--- config.mk ---
export PLATFORM = sky130hd
export DESIGN_NAME = uart_rx_fifo
export DESIGN_NICKNAME = d
export VERILOG_FILES = /design/src/rtl/uart_rx_fifo.sv
export SDC_FILE = /design/constraint.sdc
export NUM_CORES = 1
export LEC_CHECK = 0
export ABC_CLOCK_PERIOD_IN_PS = 5000
export CELL_PAD_IN_SITES_DETAIL_PLACEMENT = 0
export CELL_PAD_IN_SITES_GLOBAL_PLACEMENT = 1
export CORE_AREA = 10 10 157 101
export DETAILED_ROUTE_END_ITERATION = 6
export DIE_AREA = 0 0 167 111
export GPL_TIMING_DRIVEN = 0
export PLACE_DENSITY_LB_ADDON = 0.1
export SETUP_SLACK_MARGIN = 0.2
export SLEW_MARGIN = 15
export SYNTH_ARGS = -nofsm -noshare
export SYNTH_HDL_FRONTEND = slang
export SYNTH_SLANG_ARGS = --single-unit
export TNS_END_PERCENT = 20
--- constraint.sdc ---
create_clock -name clk -period 5 [get_ports clk]
set_clock_uncertainty 0.2 [all_clocks]
set_input_delay 0.75 -clock clk [delete_from_list [all_inputs] [get_ports clk]]
set_output_delay 0.75 -clock clk [all_outputs]
set_load 0.005 [all_outputs]
--- src/rtl/uart_rx_fifo.sv ---
// uart_rx_fifo: 8-bit UART receiver (8N1 / 8E1) feeding a first-word-fall-through byte FIFO.
module uart_rx_fifo #(
   parameter int unsigned DIV_W      = 16,
   parameter int unsigned FIFO_DEPTH = 4
) (
   input  logic                        clk,
   input  logic                        rst,
   input  logic                        rx_i,
   input  logic [DIV_W-1:0]            cfg_div_i,
   input  logic                        cfg_parity_en_i,
   output logic [7:0]                  rx_data_o,
   output logic                        rx_valid_o,
   input  logic                        rx_ready_i,
   output logic [$clog2(FIFO_DEPTH):0] fifo_count_o,
   output logic                        busy_o,
   output logic                        err_frame_o,
   output logic                        err_parity_o,
   output logic                        err_overflow_o
);
   localparam int unsigned AW = $clog2(FIFO_DEPTH);
   localparam int unsigned CW = AW + 1;
   localparam logic [DIV_W-1:0] DIV_MIN = DIV_W'(4);

   typedef enum logic [2:0] {
      S_IDLE, S_START, S_DATA, S_PARITY, S_STOP, S_BREAK
   } state_t;

   // receiver state
   state_t            state_q, state_d;
   logic [1:0]        sync_q, sync_d;
   logic [DIV_W-1:0]  cnt_q, cnt_d;
   logic [DIV_W-1:0]  div_q, div_d;
   logic              par_en_q, par_en_d;
   logic [2:0]        bit_cnt_q, bit_cnt_d;
   logic [7:0]        shift_q, shift_d;
   logic              par_err_q, par_err_d;
   logic              push_q, push_d;
   logic [7:0]        push_data_q, push_data_d;
   logic              err_frame_q, err_frame_d;
   logic              err_parity_q, err_parity_d;
   logic              busy_q, busy_d;

   // FIFO state
   logic [7:0]        mem_q [FIFO_DEPTH];
   logic [7:0]        mem_d [FIFO_DEPTH];
   logic [AW-1:0]     wr_ptr_q, wr_ptr_d;
   logic [AW-1:0]     rd_ptr_q, rd_ptr_d;
   logic [CW-1:0]     count_q, count_d;
   logic [7:0]        data_q, data_d;
   logic              valid_q, valid_d;
   logic              ovf_q, ovf_d;

   logic              rxs;
   logic              bit_done;
   logic [DIV_W-1:0]  half_m1;
   logic              pop, full, wr_en;

   assign rxs      = sync_q[1];
   assign bit_done = (cnt_q == div_q - DIV_W'(1));
   assign half_m1  = (div_q >> 1) - DIV_W'(1);

   // Receiver next-state: start validation at mid start bit, then one sample per bit time
   always_comb begin
      state_d      = state_q;
      sync_d       = {sync_q[0], rx_i};
      cnt_d        = cnt_q;
      div_d        = div_q;
      par_en_d     = par_en_q;
      bit_cnt_d    = bit_cnt_q;
      shift_d      = shift_q;
      par_err_d    = par_err_q;
      push_d       = 1'b0;
      push_data_d  = push_data_q;
      err_frame_d  = 1'b0;
      err_parity_d = 1'b0;
      case (state_q)
         S_IDLE: begin
            if (!rxs) begin
               state_d   = S_START;
               cnt_d     = '0;
               bit_cnt_d = '0;
               par_err_d = 1'b0;
               div_d     = (cfg_div_i < DIV_MIN) ? DIV_MIN : cfg_div_i;
               par_en_d  = cfg_parity_en_i;
            end
         end
         S_START: begin
            if (cnt_q == half_m1) begin
               cnt_d   = '0;
               state_d = rxs ? S_IDLE : S_DATA;
            end else begin
               cnt_d = cnt_q + DIV_W'(1);
            end
         end
         S_DATA: begin
            if (bit_done) begin
               cnt_d     = '0;
               shift_d   = {rxs, shift_q[7:1]};
               bit_cnt_d = bit_cnt_q + 3'd1;
               if (bit_cnt_q == 3'd7) begin
                  state_d = par_en_q ? S_PARITY : S_STOP;
               end
            end else begin
               cnt_d = cnt_q + DIV_W'(1);
            end
         end
         S_PARITY: begin
            if (bit_done) begin
               cnt_d     = '0;
               par_err_d = ((^shift_q) != rxs);
               state_d   = S_STOP;
            end else begin
               cnt_d = cnt_q + DIV_W'(1);
            end
         end
         S_STOP: begin
            if (bit_done) begin
               cnt_d = '0;
               if (rxs) begin
                  state_d = S_IDLE;
                  if (par_err_q) begin
                     err_parity_d = 1'b1;
                  end else begin
                     push_d      = 1'b1;
                     push_data_d = shift_q;
                  end
               end else begin
                  err_frame_d = 1'b1;
                  state_d     = S_BREAK;
               end
            end else begin
               cnt_d = cnt_q + DIV_W'(1);
            end
         end
         S_BREAK: begin
            if (rxs) begin
               state_d = S_IDLE;
            end
         end
         default: state_d = S_IDLE;
      endcase
      busy_d = (state_d != S_IDLE);
   end

   // FIFO next-state: circular buffer, head byte registered with bypass for push into empty
   always_comb begin
      pop   = valid_q & rx_ready_i;
      full  = (count_q == CW'(FIFO_DEPTH));
      wr_en = push_q & (~full | pop);
      ovf_d = push_q & full & ~pop;
      mem_d = mem_q;
      if (wr_en) begin
         mem_d[wr_ptr_q] = push_data_q;
      end
      wr_ptr_d = wr_ptr_q + AW'(wr_en);
      rd_ptr_d = rd_ptr_q + AW'(pop);
      count_d  = count_q + CW'(wr_en) - CW'(pop);
      valid_d  = (count_d != '0);
      data_d   = data_q;
      if (count_d != '0) begin
         data_d = (wr_en && (wr_ptr_q == rd_ptr_d)) ? push_data_q : mem_q[rd_ptr_d];
      end
   end

   // Receiver registers
   always_ff @(posedge clk) begin
      if (rst) begin
         state_q      <= S_IDLE;
         sync_q       <= 2'b11;
         cnt_q        <= '0;
         div_q        <= DIV_MIN;
         par_en_q     <= 1'b0;
         bit_cnt_q    <= '0;
         shift_q      <= '0;
         par_err_q    <= 1'b0;
         push_q       <= 1'b0;
         push_data_q  <= '0;
         err_frame_q  <= 1'b0;
         err_parity_q <= 1'b0;
         busy_q       <= 1'b0;
      end else begin
         state_q      <= state_d;
         sync_q       <= sync_d;
         cnt_q        <= cnt_d;
         div_q        <= div_d;
         par_en_q     <= par_en_d;
         bit_cnt_q    <= bit_cnt_d;
         shift_q      <= shift_d;
         par_err_q    <= par_err_d;
         push_q       <= push_d;
         push_data_q  <= push_data_d;
         err_frame_q  <= err_frame_d;
         err_parity_q <= err_parity_d;
         busy_q       <= busy_d;
      end
   end

   // FIFO registers
   always_ff @(posedge clk) begin
      if (rst) begin
         for (int i = 0; i < int'(FIFO_DEPTH); i++) begin
            mem_q[i] <= '0;
         end
         wr_ptr_q <= '0;
         rd_ptr_q <= '0;
         count_q  <= '0;
         data_q   <= '0;
         valid_q  <= 1'b0;
         ovf_q    <= 1'b0;
      end else begin
         mem_q    <= mem_d;
         wr_ptr_q <= wr_ptr_d;
         rd_ptr_q <= rd_ptr_d;
         count_q  <= count_d;
         data_q   <= data_d;
         valid_q  <= valid_d;
         ovf_q    <= ovf_d;
      end
   end

   assign rx_data_o      = data_q;
   assign rx_valid_o     = valid_q;
   assign fifo_count_o   = count_q;
   assign busy_o         = busy_q;
   assign err_frame_o    = err_frame_q;
   assign err_parity_o   = err_parity_q;
   assign err_overflow_o = ovf_q;

endmodule

==> metrics.md, run 1 <==
| Metric | Value |
|---|---|
| Run status | `finished clean` |
| Unrepaired setup endpoints after global routing | `false` |
| R2r setup slk | `1.01 ns` |
| Cells after Synth | `~670` |
| Setup TNS Final | `0 ns` |
| # setup viols final | `0` |
| IO Port Bufs | `35` |
| Pwr dens | `318 nW/um^2` |
| Clock transition at path regs | `around 0.080 ns` |
| Hold Vio Cnt, Final | `0` |
| Buffer depth of the longest clock path | `2` |
| Final ANT Viol Nets | `0` |
| Final-report max-slew violation count | `0` |
| Most frequent cells in the layout | `111 x dfxtp_1, 87 x nor2_1, 63 x nand2_1` |
| Largest net degree at the start of global routing | `19` |
| Num CTS Buffers | `9` |
| Crit path kind | `input port to flip-flop` |
| R2r worst-path depth | `10` |
| Chip width | `roughly 170 um` |
| Share of cells above drive strength 1 | `7.52%` |
| N_diodes | `0` |
| First-pass GRT wire length | `25200 um` |
| Peak VDD IR | `between 0.15 and 0.2 mV` |
| Post-DR vias/cell | `5.57` |
| CP Capture Type | `flip-flop` |
| Std-Cell Rows | `33` |
| Top cell type by total area after synthesis | `dfxtp_1` |
| Least-Margin Pin Slew | `1.04 ns` |
| Via count | `4970` |
| Die area | `18500 um^2` |
| Yosys cell types | `65` |
| Starting Density | `44.6%` |
| Startpoint types | `input port` |
| Number of flops mapped to enable cells by yosys | `0` |
| Leading cell type in the layout, fill and taps excluded | `dfxtp_1` |
| Core area | `13200 um^2` |
| H-tree Lvls | `3` |
| Fmax | `229 MHz` |
| PostCTS Resize Cnt | `0` |
| DP HPWL | `roughly 12000 um` |
| I/O pin total | `37` |
| Design Power | `~2200 uW` |
| Nets | `744` |
| Setup Fix Bufs, Post-CTS | `0` |
| Worst Min Path Start | `sync_q[0]` |
| Top cell type's share of synthesized area | `37.9%` |
| GPL Wtd Cong | `0.876` |
| Ys async rst share | `0%` |
| Number of global-route vias before repair | `4607` |
| Post-synthesis cell area | `roughly 6000 um^2` |
| Final wirelength | `between 15000 and 20000 um` |
| Type of the tightest min-delay check | `flip-flop to flip-flop` |
| Clock Sinks | `111` |
| Sequential area share after synthesis | `between 30 and 40%` |
| Top cells by area, synth | `dfxtp_1 38%, mux2i_1 9.0%, nor2_1 5.6%` |
| DIE HEIGHT | `111 um` |
| CP Data Arrival Time | `4.43 ns` |
| CTS Hold Bufs | `0` |
| Largest fanout on the critical path | `10` |
| Hold path depth | `1` |
| Final routed DRC violation total | `0` |
| Initial antenna violation count | `0` |
| Synthesized net count | `696` |
| Crit share post-route | `87.2%` |
| Leak pwr | `0.00249 uW` |
| Drt pass-1 iters | `5` |
| Hold Path Sink | `sync_q[1]` |
| Slew HR | `slightly below 30%` |
| Routed length per placed instance | `~18 um` |
| Crit path time final | `between 4 and 5 ns` |
| Clk root buf | `clkbuf_16` |
| Area delta synth->final | `15.8%` |
| Max Cap Viol | `0` |
| Worst EP required | `roughly 5 ns` |
| GRT Util Overall | `approximately 17%` |
| CTS tree | `built` |
| Total gr overflow | `0` |
| Synth warn | `0` |
| Primary FF master, synth | `dfxtp_1` |
| Register bit total from synthesis | `111` |
| Reg-to-Reg Start | `div_q[1]` |
| DRT iter0 DRCs | `351` |
| Syn Area/Cell | `8.83 um^2` |
| RR Endpoint | `busy_o` |
| Worst-Skew Late Latency | `0.35 ns` |
-- worst max-delay path by stage --
stage,startpoint,endpoint,slack (ns),cells after the start
after floorplan,rx_ready_i,rx_data_o[7],1.20,14
after global routing,rx_ready_i,rx_data_o[7],0.41,15
after CTS,rx_ready_i,rx_data_o[7],0.62,15
final,rx_ready_i,rx_data_o[7],0.64,15
after detailed placement,rx_ready_i,rx_data_o[7],0.27,15
after global placement,rx_ready_i,rx_data_o[7],0.39,15
-- per-stage QoR --
step	hold slack, ns	setup slack [ns]	instances	utilization (%)	area (um^2)
floorplan	0.189	1.20	665	-	5870
global placement	0.195	0.395	875	48.9	6440
detailed placement	0.197	0.269	877	49.1	6470
CTS	0.212	0.622	893	51.6	6800
global route	0.242	0.415	893	51.6	6800
finish	0.213	0.638	893	51.6	6800
-- critical path, stage by stage --
cell,delay (ns)
clkdlybuf4s50_1,0.40
and2_1,0.19
or4b_2,0.63
nand2_1,0.23
ha_1,0.28
inv_1,0.06
ha_1,0.13
inv_1,0.05
fa_1,0.38
xor2_1,0.16
xnor2_1,0.14
nand3b_1,0.32
clkbuf_1,0.43
nor2_1,0.08
a211oi_1,0.20
-- routing by layer --
| layer | vias up | routed length, um | share of wire [%] | GRT usage (%) |
|---|---|---|---|---|
| met5 | - | 0 | 0 | 0 |
| li1 | 2436 | - | - | - |
| met4 | 0 | 91 | 0.58 | 2.86 |
| met1 | 2370 | 8510 | 54 | 26.2 |
| met2 | 156 | 5740 | 37 | 21.1 |
| met3 | 8 | 1310 | 8.4 | 4.78 |
-- report_power, final --
| group | switching [uW] | internal (uW) | leakage [uW] | total, uW |
|---|---|---|---|---|
| logic | 240 | 185 | 0.00143 | 425 |
| clock network | 332 | 458 | 0.000161 | 790 |
| registers | 25.9 | 923 | 0.000898 | 949 |
| total | 598 | 1570 | 0.00249 | 2160 |
-- cells in the mapped netlist, types with 3 or more instances --
cell	number
dfxtp_1	111
nand2_1	63
clkbuf_1	43
a31oi_1	5
nand4_1	17
nand2b_1	8
a211o_1	3
a211oi_1	11
nand3b_1	5
buf_2	3
and3_1	5
o22ai_1	3
mux4_2	8
xor2_1	24
or2_2	4
o311a_1	4
a21oi_1	29
nor2_1	87
nand3_1	18
nor4_1	10
buf_6	3
and4_1	3
xnor2_1	35
mux2i_1	53
and2_1	3
o21ai_0	4
nor3_1	22
ha_1	9
mux2_2	4
inv_1	10
or4_1	5
nor2b_1	5
nor3b_1	7
-- state kept, by name (all words and copies together), names as in the netlist, 2 cells and up --
register and count:
mem_q 32, cnt_q 16, div_q 16, push_data_q 8, rx_data_o 8, shift_q 8, bit_cnt_q 3, fifo_count_o 3
state_q 3, rd_ptr_q 2, sync_q 2, wr_ptr_q 2
-- cell families after synthesis --
group,share of synthesized area (%)
flip-flops,37.9
adder cells (fa/ha/maj),2.26
AO/OA/AOI/OAI,9.53
multiplexers,12.9
AND/OR/NAND/NOR,24.3
XOR/XNOR,8.80
buffers and inverters,4.35
-- final cells by class --
class                   instances  area, um^2
repair buffers                 37         369
clock buffers                  11         243
clock inverters                 5        86.3
multi-input cells             493        3410
flip-flops and latches        111        2220
fillers                      1247        6370
plain buffers                  51         218
inverters                      10        37.5
well taps                     175         219
No activity file was read; power rests on OpenSTA's default activity.
==> run 2, diff against run 1 <==
Settings changed: GPL_ROUTABILITY_DRIVEN set to 0, HOLD_SLACK_MARGIN set to 0.12, RECOVER_POWER set to 100.
==> run 2 against run 1 <==
Against the previous run: cell area down 0.59%; first-iteration DRC count fell by 10%; critical path depth unchanged; setup slack worse by 0.16 ns; largest cell class unchanged.
==> metrics.md, run 2 (synthesis gave the netlist of run 1 again) <==
| Metric | Value |
|---|---|
| Clock transition at path regs | `0.07 ns` |
| Leading cell type in the layout, fill and taps excluded | `dfxtp_1` |
| N_diodes | `0` |
| Largest Register | `mem_q` |
| Run status | `finished clean` |
| Clock Sinks | `about 110` |
| Unrepaired setup endpoints after global routing | `false` |
| Starting Density | `approximately 45%` |
| Share of cells above drive strength 1 | `6.69%` |
| CTS tree | `built` |
| Core area | `13200 um^2` |
| Max FFs per register | `32` |
| Comb pwr share | `between 10% and 20%` |
| I/O pin total | `37` |
| Hold path depth | `1` |
| Total gr overflow | `0` |
| GRT Util Overall | `16.6%` |
| Fmax | `221 MHz` |
| Largest fanout on the critical path | `10` |
| Clk root buf | `clkbuf_16` |
| DRT iter0 DRCs | `315` |
| Initial antenna violation count | `0` |
| Slew HR | `27.8%` |
| Peak VDD IR | `roughly 0.17 mV` |
| Clock share of power | `a little under two fifths` |
| CTS Hold Bufs | `0` |
| H-tree Lvls | `3` |
| Final Util | `about half` |
| Least-Margin Pin Slew | `roughly 1.1 ns` |
| Setup Fix Bufs, Post-CTS | `0` |
| PostCTS Resize Cnt | `0` |
| Drt pass-1 iters | `5` |
| Type of the tightest min-delay check | `flip-flop to flip-flop` |
| Sequential power share | `44.1%` |
| Startpoint types | `input port` |
| CP Data Arrival Time | `4.59 ns` |
| Largest net degree at the start of global routing | `19` |
| Std-Cell Rows | `33` |
| # setup viols final | `0` |
| Num CTS Buffers | `9` |
| Number of global-route vias before repair | `4607` |
| Routed length per placed instance | `between 15 and 20 um` |
| Area delta synth->final | `15.2%` |
| Final-report max-slew violation count | `0` |
| Top Registers | `mem_q x32, cnt_q x16, div_q x16` |
| Crit path kind | `input port to flip-flop` |
| Chip width | `between 150 and 200 um` |
| Switching pwr | `about 590 uW` |
| Crit share post-route | `90.5%` |
| Max Cap Viol | `0` |
| Fillers | `1252` |
| First-pass GRT wire length | `between 20000 and 30000 um` |
| DP HPWL | `12200 um` |
| Pwr dens | `318 nW/um^2` |
| Hold Vio Cnt, Final | `0` |
| Die area | `18500 um^2` |
| Post-DR vias/cell | `approximately 5.6` |
| Via count | `4961` |
| Worst-Skew Late Latency | `0.35 ns` |
| Leak pwr | `between 0.002 and 0.003 uW` |
| Final ANT Viol Nets | `0` |
| Final routed DRC violation total | `0` |
| Buffer depth of the longest clock path | `2` |
| Sw frac | `27.6%` |
| IO Port Bufs | `35` |
| Nets | `744` |
| Crit path time final | `4.52 ns` |
| Most frequent cells in the layout | `111 x dfxtp_1, 87 x nor2_1, 63 x nand2_1` |
| Setup TNS Final | `0 ns` |
| Final wirelength | `15700 um` |
| Worst EP required | `5.07 ns` |
| Internal power | `1560 uW` |
| R2r worst-path depth | `10` |
| CP Capture Type | `flip-flop` |
| DIE HEIGHT | `111 um` |
==> run 2: changes by cell type in the layout (fill, tap and decap cells not counted), moves of 2 or more <==
cell             before  now
clkdlybuf4s50_1      35   17
clkbuf_1             44   47
nor3_1               21   23
dlygate4sd3_1         0   18
==> run 2: final timing paths <==
check	startpoint	to	slack (ns)
worst max register to register	div_q[1]	busy_o	0.83
worst max-delay path	rx_ready_i	rx_data_o[7]	0.48
worst min register to register	sync_q[0]	sync_q[1]	0.21
worst min-delay path	sync_q[0]	sync_q[1]	0.21
==> run 2: power groups by stage <==
stage                     logic, uW  clock network [uW]  registers [uW]
after floorplan                 264                   0             966
after global placement          412                   0             968
after detailed placement        424                   0             970
after CTS                       426                 808             949
after global routing            457                 846             954
final                           414                 788             948
==> run 2: worst max-delay path: stages <==
cell           delay (ns)
dlygate4sd3_1        0.53
and2_0               0.21
or4b_2               0.65
nand2_1              0.21
ha_1                 0.27
inv_1                0.06
ha_1                 0.13
inv_1                0.05
fa_1                 0.38
xor2_1               0.16
xnor2_1              0.14
nand3b_1             0.32
clkbuf_1             0.44
nor2_1               0.08
a211oi_1             0.20
==> run 2: metrics by stage <==
step | area, um^2 | total power, uW | hold WS [ns] | worst slack, ns | cells
finish | 6760 | 2150 | 0.212 | 0.477 | 893
global route | 6760 | 2260 | 0.242 | 0.264 | 893
CTS | 6800 | 2180 | 0.212 | 0.622 | 893
detailed placement | 6470 | 1390 | 0.197 | 0.269 | 877
global placement | 6440 | 1380 | 0.195 | 0.395 | 875
floorplan | 5870 | 1230 | 0.189 | 1.20 | 665
==> run 2: cell type report <==
| cell class | instances | area (um^2) | share of cell area (%) |
|---|---|---|---|
| Clock buffer | 11 | 243 | 3.59 |
| Sequential cell | 111 | 2220 | 32.9 |
| Tap cell | 175 | 219 | 3.24 |
| Timing Repair Buffer | 37 | 365 | 5.40 |
| Clock inverter | 5 | 86.3 | 1.28 |
| Buffer | 51 | 216 | 3.20 |
| Multi-Input combinational cell | 493 | 3370 | 49.9 |
| Inverter | 10 | 37.5 | 0.555 |
==> run 2: per-layer routing <==
layer  track usage (%)  vias to the layer above  routed length (um)
met2              21.1                      140                5730
met3              4.78                       10                1180
met4              2.86                        0                  99
met1              26.2                     2372                8650
met5                 0                        -                   0
li1                  -                     2439                   -
